### src/rtl/pc_pkg.sv
// Shared types and default widths for the program counter and its return stack.
package pc_pkg;

    typedef enum logic [1:0] {
        CMD_NONE,
        CMD_JMP,
        CMD_CALL,
        CMD_RET
    } pc_cmd_t;

    localparam int PC_ADDR_W     = 4;
    localparam int PC_DEPTH      = 4;
    localparam int PC_RESET_ADDR = 0;

    // Fixed precedence: jmp > call > ret; losing commands are dropped, not queued.
    function automatic pc_cmd_t pc_encode(input logic jmp, input logic call, input logic ret);
        pc_cmd_t cmd;
        cmd = CMD_NONE;
        if (jmp) begin
            cmd = CMD_JMP;
        end else if (call) begin
            cmd = CMD_CALL;
        end else if (ret) begin
            cmd = CMD_RET;
        end
        return cmd;
    endfunction

endpackage

### src/rtl/pc_return_stack.sv
// Register-array LIFO holding return addresses; sp counts valid entries.
module pc_return_stack
    import pc_pkg::*;
#(
    parameter  int ADDR_W = PC_ADDR_W,
    parameter  int DEPTH  = PC_DEPTH,
    localparam int SP_W   = $clog2(DEPTH + 1),
    localparam int IDX_W  = (DEPTH > 1) ? $clog2(DEPTH) : 1
) (
    input  logic              CLK,
    input  logic              rst,
    input  logic              push,
    input  logic              pop,
    input  logic [ADDR_W-1:0] din,
    output logic [ADDR_W-1:0] top,
    output logic [SP_W-1:0]   sp,
    output logic              full,
    output logic              empty
);

    logic [ADDR_W-1:0] r_mem [DEPTH];
    logic [SP_W-1:0]   r_sp;

    logic              w_full;
    logic              w_empty;
    logic              w_do_push;
    logic              w_do_pop;
    logic [IDX_W-1:0]  w_push_idx;
    logic [IDX_W-1:0]  w_pop_idx;

    assign w_full  = (r_sp == SP_W'(DEPTH));
    assign w_empty = (r_sp == '0);

    // Push has precedence if both ever arrive together; the top level never does that.
    assign w_do_push = push && !w_full;
    assign w_do_pop  = pop && !w_empty && !push;

    // sp-1 is always below DEPTH, so the modular subtraction on the narrow index is exact.
    assign w_push_idx = r_sp[IDX_W-1:0];
    assign w_pop_idx  = w_push_idx - IDX_W'(1);

    always_ff @(posedge CLK) begin
        if (rst) begin
            r_sp <= '0;
        end else if (w_do_push) begin
            r_sp <= r_sp + SP_W'(1);
        end else if (w_do_pop) begin
            r_sp <= r_sp - SP_W'(1);
        end
    end

    // Entries are deliberately left out of reset; anything at or above sp is don't-care.
    always_ff @(posedge CLK) begin
        if (w_do_push && !rst) begin
            r_mem[w_push_idx] <= din;
        end
    end

    assign top   = r_mem[w_pop_idx];
    assign sp    = r_sp;
    assign full  = w_full;
    assign empty = w_empty;

endmodule

### src/rtl/pc_call_stack.sv
// Program counter with enable-gated increment, jump, and call/return through a return stack.
module pc_call_stack
    import pc_pkg::*;
#(
    parameter  int ADDR_W     = PC_ADDR_W,
    parameter  int DEPTH      = PC_DEPTH,
    parameter  int RESET_ADDR = PC_RESET_ADDR,
    localparam int SP_W       = $clog2(DEPTH + 1)
) (
    input  logic              CLK,
    input  logic              rst,
    input  logic              enable,
    input  logic              jmp,
    input  logic              call,
    input  logic              ret,
    input  logic [ADDR_W-1:0] jmploc,
    output logic [ADDR_W-1:0] count,
    output logic [SP_W-1:0]   sp,
    output logic              stack_full,
    output logic              stack_empty,
    output logic              fault
);

    pc_cmd_t           w_cmd;
    logic              w_push;
    logic              w_pop;
    logic              w_overflow;
    logic              w_underflow;
    logic              w_full;
    logic              w_empty;
    logic [ADDR_W-1:0] w_top;
    logic [ADDR_W-1:0] w_count_inc;
    logic [ADDR_W-1:0] w_count_idle;
    logic [ADDR_W-1:0] w_count_next;
    logic [SP_W-1:0]   w_sp;

    logic [ADDR_W-1:0] r_count;
    logic              r_fault;

    assign w_cmd = pc_encode(jmp, call, ret);

    assign w_overflow  = (w_cmd == CMD_CALL) && w_full;
    assign w_underflow = (w_cmd == CMD_RET) && w_empty;

    assign w_push = !rst && (w_cmd == CMD_CALL) && !w_full;
    assign w_pop  = !rst && (w_cmd == CMD_RET) && !w_empty;

    assign w_count_inc  = r_count + ADDR_W'(1);
    assign w_count_idle = enable ? w_count_inc : r_count;

    // A rejected call/ret falls back to the plain increment/hold path.
    always_comb begin
        w_count_next = w_count_idle;
        case (w_cmd)
            CMD_JMP:  w_count_next = jmploc;
            CMD_CALL: w_count_next = w_full ? w_count_idle : jmploc;
            CMD_RET:  w_count_next = w_empty ? w_count_idle : w_top;
            default:  w_count_next = w_count_idle;
        endcase
    end

    always_ff @(posedge CLK) begin
        if (rst) begin
            r_count <= ADDR_W'(RESET_ADDR);
            r_fault <= 1'b0;
        end else begin
            r_count <= w_count_next;
            if (w_overflow || w_underflow) begin
                r_fault <= 1'b1;
            end
        end
    end

    pc_return_stack #(
        .ADDR_W (ADDR_W),
        .DEPTH  (DEPTH)
    ) u_stack (
        .CLK   (CLK),
        .rst   (rst),
        .push  (w_push),
        .pop   (w_pop),
        .din   (w_count_inc),
        .top   (w_top),
        .sp    (w_sp),
        .full  (w_full),
        .empty (w_empty)
    );

    assign count       = r_count;
    assign sp          = w_sp;
    assign stack_full  = w_full;
    assign stack_empty = w_empty;
    assign fault       = r_fault;

endmodule

### config.mk
export PLATFORM = sky130hd
export DESIGN_NAME = pc_call_stack
export DESIGN_NICKNAME = d
export VERILOG_FILES = /design/src/rtl/pc_pkg.sv /design/src/rtl/pc_return_stack.sv /design/src/rtl/pc_call_stack.sv
export SDC_FILE = /design/constraint.sdc
export NUM_CORES = 1
export LEC_CHECK = 0
export BUFFER_PORTS_ARGS = -buffer_cell sky130_fd_sc_hd__buf_4
export CAP_MARGIN = 20
export CELL_PAD_IN_SITES_DETAIL_PLACEMENT = 1
export CELL_PAD_IN_SITES_GLOBAL_PLACEMENT = 1
export CORE_MARGIN = 2
export CORE_UTILIZATION = 30
export CTS_BUF_LIST = sky130_fd_sc_hd__clkbuf_8
export DETAILED_ROUTE_END_ITERATION = 8
export GPL_ROUTABILITY_DRIVEN = 0
export PLACE_DENSITY_LB_ADDON = 0.1
export SYNTH_ARGS = -nofsm -noshare
export SYNTH_HDL_FRONTEND = slang
export SYNTH_SLANG_ARGS = --single-unit
### constraint.sdc
create_clock -name CLK -period 6.7 [get_ports CLK]
set_input_delay 1.005 -clock CLK [delete_from_list [all_inputs] [get_ports CLK]]
set_output_delay 1.005 -clock CLK [all_outputs]
set_load 0.05 [all_outputs]
After elaboration in Yosys (flattened, before gate mapping):

Memories as Yosys holds them, arrays and structs flattened.
Index checks and enable logic that the tools add are counted.

* logic and storage cells: 40
* memory bits (writable): 16
* memories kept: 1
* bits in latches: 0
* memory bits (read-only): 0
* flip-flop bits (word level): 8

Memories
* u_stack.r_mem: depth 4, width 4, read ports 1, clocked after Yosys merged registers in 0, wr ports 1, line pc_return_stack.sv:21 `logic [ADDR_W-1:0] r_mem [DEPTH];`

* shift operators: 0
* div/mod/pow operators: 0
* magnitude comparators: 0
* bitwise gates (word level): 0
* add/subtract/negate cells: 4
* mux-type cells: 11
* $mul: 0
* reduce and logical (&&, ||, !) cells: 17
* eq/ne operators: 4

Operator list (count)
* 4-bit 2-to-1 mux: 3
* 4-bit one-hot mux with 3 select lines: 1
* 1-bit logical AND: 10
* 2-bit 2-to-1 mux: 3
* 3-bit 2-to-1 mux: 2
* 4-bit by 1-bit adder with 4-bit output, second input constant: 1
* 2-bit == test, second input constant: 2
* 1-bit zero test: 4
* 3-bit by 1-bit adder with 3-bit output, second input constant: 1
* 3-bit == test, second input constant: 1
* 3-bit zero test: 1
* 3-bit by 1-bit subtractor with 3-bit output, second input constant: 1
* 2-bit by 1-bit == test with 1-bit output, second input constant: 1
* 1-bit 2-to-1 mux: 2
* 2-bit nonzero test: 1
* 2-bit by 1-bit subtractor with 2-bit output, second input constant: 1
* 1-bit logical OR: 1

Depth between registers and ports, before layout:

* depth in word-level cells: 10
* gate-level depth with buffers: 12

By module:

Synthesis repeated with hierarchy kept, for this count alone.

* cell total of the unflattened synthesis: 90
* area, all modules: 1206.2 µm²

Modules (own cells, without submodules)
* pc_return_stack: sequential area each 540.5 µm², cells an instance 53, instances 1, area an instance 872.1 µm²
* pc_call_stack: sequential area each 100.1 µm², cells an instance 37, instances 1, area an instance 334.1 µm²

Worst setup path after synthesis:

Ideal clock, no wire load.

* path type: register to register
* from: register u_stack.r_sp[0] (netlist: u_stack.sp[0])
* to: register u_stack.r_sp[2] (netlist: u_stack.sp[2])
* clock period less this slack: 2.846 ns
* arrival time: 2.788 ns
* path buffers: 1
* cell stages (with the launch flop): 13
* slack: 3.854 ns
* required time: 6.642 ns
* setup time: 0.058 ns
* cell sequence: dfxtp_1 buf_6 inv_1 ha_1 nand2_1 nand2_1 nor3_1 inv_1 fa_1 nand2b_1 or3_1 a21oi_1 o21a_1

* word-level cells in the longest chain between the ends: 6

Ends and longest elaborated chain
* start: declaration: line pc_return_stack.sv:22 `logic [SP_W-1:0] r_sp;`
* start signal: assignment: line pc_return_stack.sv:46 `r_sp <= r_sp + SP_W'(1);`
* start signal: assignment: line pc_return_stack.sv:48 `r_sp <= r_sp - SP_W'(1);`
* parallel branches: the longest is 6 deep, another holds 3-bit by 1-bit subtractor with 3-bit output

Several ways; the timed one is not identified. The select of a mux whose other input is x is not followed.
A chain may end at the register's enable or synchronous reset.

Worst setup path after layout:

Ends and elaborated chain as after synthesis.

==> tab_implementation.tex <==
\begin{tabular}{lr}
\hline
Metric & Value \\
\hline
\multicolumn{2}{l}{\textbf{Power}} \\
\quad Power consumption & 0.3883 mW \\
\quad Combinational cell fraction of total power & between 20\% and 30\% \\
\quad Share of total power in sequential cells & 44.9\% \\
\quad Standby leakage power & 0.5700 nW \\
\quad Switching power as a share of total power & between 20\% and 30\% \\
\quad Clock power frac & 33.6\% \\
\quad Internal power & around 0.28 mW \\
\quad Net switching power & 0.1112 mW \\
\quad IR Drop Worst-Case VDD & roughly 0.00014 V \\
\quad Power per cell area & around 260 nW/um2 \\
\multicolumn{2}{l}{\textbf{Setup path}} \\
\quad Crit Path Max Fanout & 10 \\
\quad Slack of the worst reg-to-reg path & between 3000 and 4000 ps \\
\quad Setup crit end kind & register \\
\quad Reg2Reg Depth & 11 \\
\quad Arrival time at the worst endpoint & between 3000 and 4000 ps \\
\quad Worst setup path class & reg -> reg \\
\quad Data required time of the critical path & 6920 ps \\
\quad Startpoint type of the worst setup path & register \\
\multicolumn{2}{l}{\textbf{Timing}} \\
\quad Unrepaired setup endpoints after global routing & no \\
\quad Final critical delay including setup and external delays & 2948 ps \\
\quad Slew headroom & 67.75\% \\
\quad Achievable Freq & between 0.3 and 0.4 GHz \\
\quad Slew Limit Fails & 0 \\
\quad Least-Margin Pin Slew & approximately 480 ps \\
\quad Crit share post-route & around 44\% \\
\quad Sum of negative setup slack & 0 ps \\
\quad Setup ws final & roughly 3800 ps \\
\quad Fin. Hold Viols & 0 \\
\quad Final setup violation count & 0 \\
\quad Final hold slack & approximately 490 ps \\
\quad Worst Skew & between 3 and 4 ps \\
\multicolumn{2}{l}{\textbf{Job}} \\
\quad Max-Cap Viols & 0 \\
\multicolumn{2}{l}{\textbf{Synthesis}} \\
\quad Fraction of the yosys area taken by sequential cells & a little over 50\% \\
\quad Share of synthesized flip-flops with an asynchronous set or reset & 0\% \\
\quad Average cell area after synthesis & approximately 12 um2 \\
\quad Synth area leaders & sky130\_fd\_sc\_hd\_\_edfxtp\_1, sky130\_fd\_sc\_hd\_\_dfxtp\_1, sky130\_fd\_sc\_hd\_\_mux4\_1, sky130\_fd\_sc\_hd\_\_ha\_1, sky130\_fd\_sc\_hd\_\_a21oi\_1 \\
\quad Register bit total from synthesis & 24 \\
\quad Net count after synthesis & between 100 and 150 \\
\quad Share of the synthesized area in the top cell type & around two fifths \\
\quad Number of enable-type register cells in the synthesized netlist & 16 \\
\quad Number of cells produced by synthesis & 103 \\
\quad Yosys warning total & 0 \\
\quad Cell type contributing the most total cell area after synthesis & sky130\_fd\_sc\_hd\_\_edfxtp\_1 \\
\quad Prevailing post-synth register cell & sky130\_fd\_sc\_hd\_\_edfxtp\_1 \\
\quad Syn Std Cell Area & between 1000 and 1500 um2 \\
\quad Distinct cell type count after synthesis & 37 \\
\multicolumn{2}{l}{\textbf{Clock tree}} \\
\quad Clock tree from TritonCTS & yes \\
\quad Cts-stage hold buffer count & 0 \\
\quad CTS clock-pin slew for the worst setup and hold paths & roughly 90 ps \\
\quad Insertion delay of the later-clocked pin in the worst-skew pair & about 270 ps \\
\quad Number of clock sinks & 24 \\
\quad \# resized after CTS & 0 \\
\quad Max Root-Sink Buffers & 2 \\
\quad Post-CTS Setup Inserts & 0 \\
\quad Library cell used as clock root buffer & sky130\_fd\_sc\_hd\_\_clkbuf\_8 \\
\quad TritonCTS buffer count & 3 \\
\quad Number of H-tree levels & 1 \\
\multicolumn{2}{l}{\textbf{Route}} \\
\quad Drt first pass iters & 4 \\
\quad Remaining design rule violation count & 0 \\
\quad Via-to-Cell Ratio & approximately 5.0 \\
\quad Count of nets left with antenna violations after detail routing & 0 \\
\quad Iteration-0 DRC count of the detailed router & 58 \\
\quad Final WL & between 2 and 3 mm \\
\quad Detailed-route via count & approximately 860 \\
\quad Wire per inst & 17.15 um \\
\multicolumn{2}{l}{\textbf{Cells and area}} \\
\quad Antenna cell count & 0 \\
\quad Fraction of the core area covered by cells at the end of the flow & between 30\% and 40\% \\
\quad Final standard cell count with taps included and fillers excluded & 170 \\
\quad Cell area after layout & 1489 um2 \\
\quad Final net count & $\sim$140 \\
\quad Relative area change from synthesis to final layout & 19.48\% \\
\quad Ratio of cells with drive above 1 in the final layout & between 20\% and 30\% \\
\multicolumn{2}{l}{\textbf{Die}} \\
\quad FP Rows & 23 \\
\quad Starting density of the core & 31.15\% \\
\quad Die Area & around 4700 um2 \\
\quad Core outline area & 4000 um2 \\
\quad Height of the chip & between 60 and 70 um \\
\quad Die extent in x & slightly below 70 um \\
\quad Boundary Pins & 20 \\
\multicolumn{2}{l}{\textbf{GRT}} \\
\quad Remaining global-route overflow & 0 \\
\quad Global-route usage over all layers & between 10 and 15\% \\
\quad Initial antenna violation count & 0 \\
\quad Largest net degree at the start of global routing & 15 \\
\quad Wire length of the first global-routing pass & between 4 and 5 mm \\
\quad Via count of the first global-routing pass & between 800 and 900 \\
\multicolumn{2}{l}{\textbf{Run status}} \\
\quad Status & completed \\
\multicolumn{2}{l}{\textbf{Place}} \\
\quad Placed wire-length estimate & roughly 2.1 mm \\
\quad Buffers added on ports & 19 \\
\quad Worst-case setup slack after placement & $\sim$3800 ps \\
\quad Post-DP Area & 1418 um2 \\
\quad Number of placed instances, taps included & between 150 and 200 \\
\multicolumn{2}{l}{\textbf{Hold path}} \\
\quad Worst hold stages & 2 \\
\quad HP Class & reg -> reg \\
\hline
\end{tabular}
-- synthesized netlist by cell type (3+ instances only) --
cell / n
sky130_fd_sc_hd__a22oi_1: 3
sky130_fd_sc_hd__nand2_1: 5
sky130_fd_sc_hd__mux4_1: 3
sky130_fd_sc_hd__xnor2_1: 4
sky130_fd_sc_hd__dfxtp_1: 8
sky130_fd_sc_hd__and2_1: 4
sky130_fd_sc_hd__ha_1: 5
sky130_fd_sc_hd__nand2b_1: 3
sky130_fd_sc_hd__edfxtp_1: 16
sky130_fd_sc_hd__o211ai_1: 3
sky130_fd_sc_hd__nand4_1: 3
sky130_fd_sc_hd__a21oi_1: 7
sky130_fd_sc_hd__inv_1: 8
-- layer usage --
| layer | share of wire (%) | wire, um | global-route usage [%] |
|---|---|---|---|
| met3 | 3.7 | 109 | 2.467 |
| met1 | 48 | 1411 | 20.15 |
| met2 | 47 | 1369 | 21.75 |
| met4 | 0.89 | 26 | 5.250 |
| met5 | 0 | 0 | 0 |
-- final timing paths --
kind,startpoint,end
worst max register to register,u_stack.sp[0],u_stack.sp[2]
worst min register to register,fault,fault
worst min-delay path,fault,fault
worst max-delay path,u_stack.sp[0],u_stack.sp[2]
-- cells by family after synthesis --
kind of cell	share of synthesized area (%)
AO/OA/AOI/OAI	12.95
AND/OR/NAND/NOR	10.64
flip-flops	51.41
buffers and inverters	5.120
XOR/XNOR	4.217
adder cells (fa/ha/maj)	6.627
multiplexers	9.036
-- power by group through the flow --
stage	logic, mW	registers [mW]	clock network [mW]
finish	0.0837	0.174	0.130
global route	0.0914	0.176	0.142
CTS	0.0843	0.175	0.135
detailed placement	0.0836	0.178	0
global placement	0.0841	0.178	0
floorplan	0.0472	0.189	0
-- critical path, cell delays in order, from the launching register on --
cell	delay, ps
sky130_fd_sc_hd__dfxtp_1	630
sky130_fd_sc_hd__inv_1	160
sky130_fd_sc_hd__ha_1	330
sky130_fd_sc_hd__nand2_1	140
sky130_fd_sc_hd__nand2_1	60
sky130_fd_sc_hd__nor3_1	310
sky130_fd_sc_hd__inv_1	110
sky130_fd_sc_hd__fa_1	400
sky130_fd_sc_hd__nand2b_1	170
sky130_fd_sc_hd__or3_1	310
sky130_fd_sc_hd__a21oi_1	160
sky130_fd_sc_hd__o21a_1	120
-- cells in the final DEF (no fill, tap or decap), drive strengths merged, types with 2 or more instances in the layout --
cell type and instances:
nor2 2, a21oi 7, edfxtp 16, nand4 3
clkbuf 3, xnor2 4, mux4 4, o31ai 2
a22oi 3, ha 5, a31oi 2, a21o 2
and2 4, inv 8, nand2 5, o211ai 3
nor3 3, nand2b 3, xor2 2, buf 19
dfxtp 8
-- area by class of cell --
class                           instances  area (um2)
Fill cell                             437        2511
Sequential cell                        24       640.6
Multi-Input combinational cell         65       541.8
Timing Repair Buffer                   19       142.6
Tap cell                               50       62.56
Clock buffer                            3       41.29
Clock inverter                          1       30.03
Inverter                                8       30.03
-- state kept, by name, indices dropped and copies added, names as in the netlist --
name and flops:
count 4, u_stack.r_mem 16, u_stack.sp 3, fault 1
Note: power is estimated with default switching activity, not from simulation.
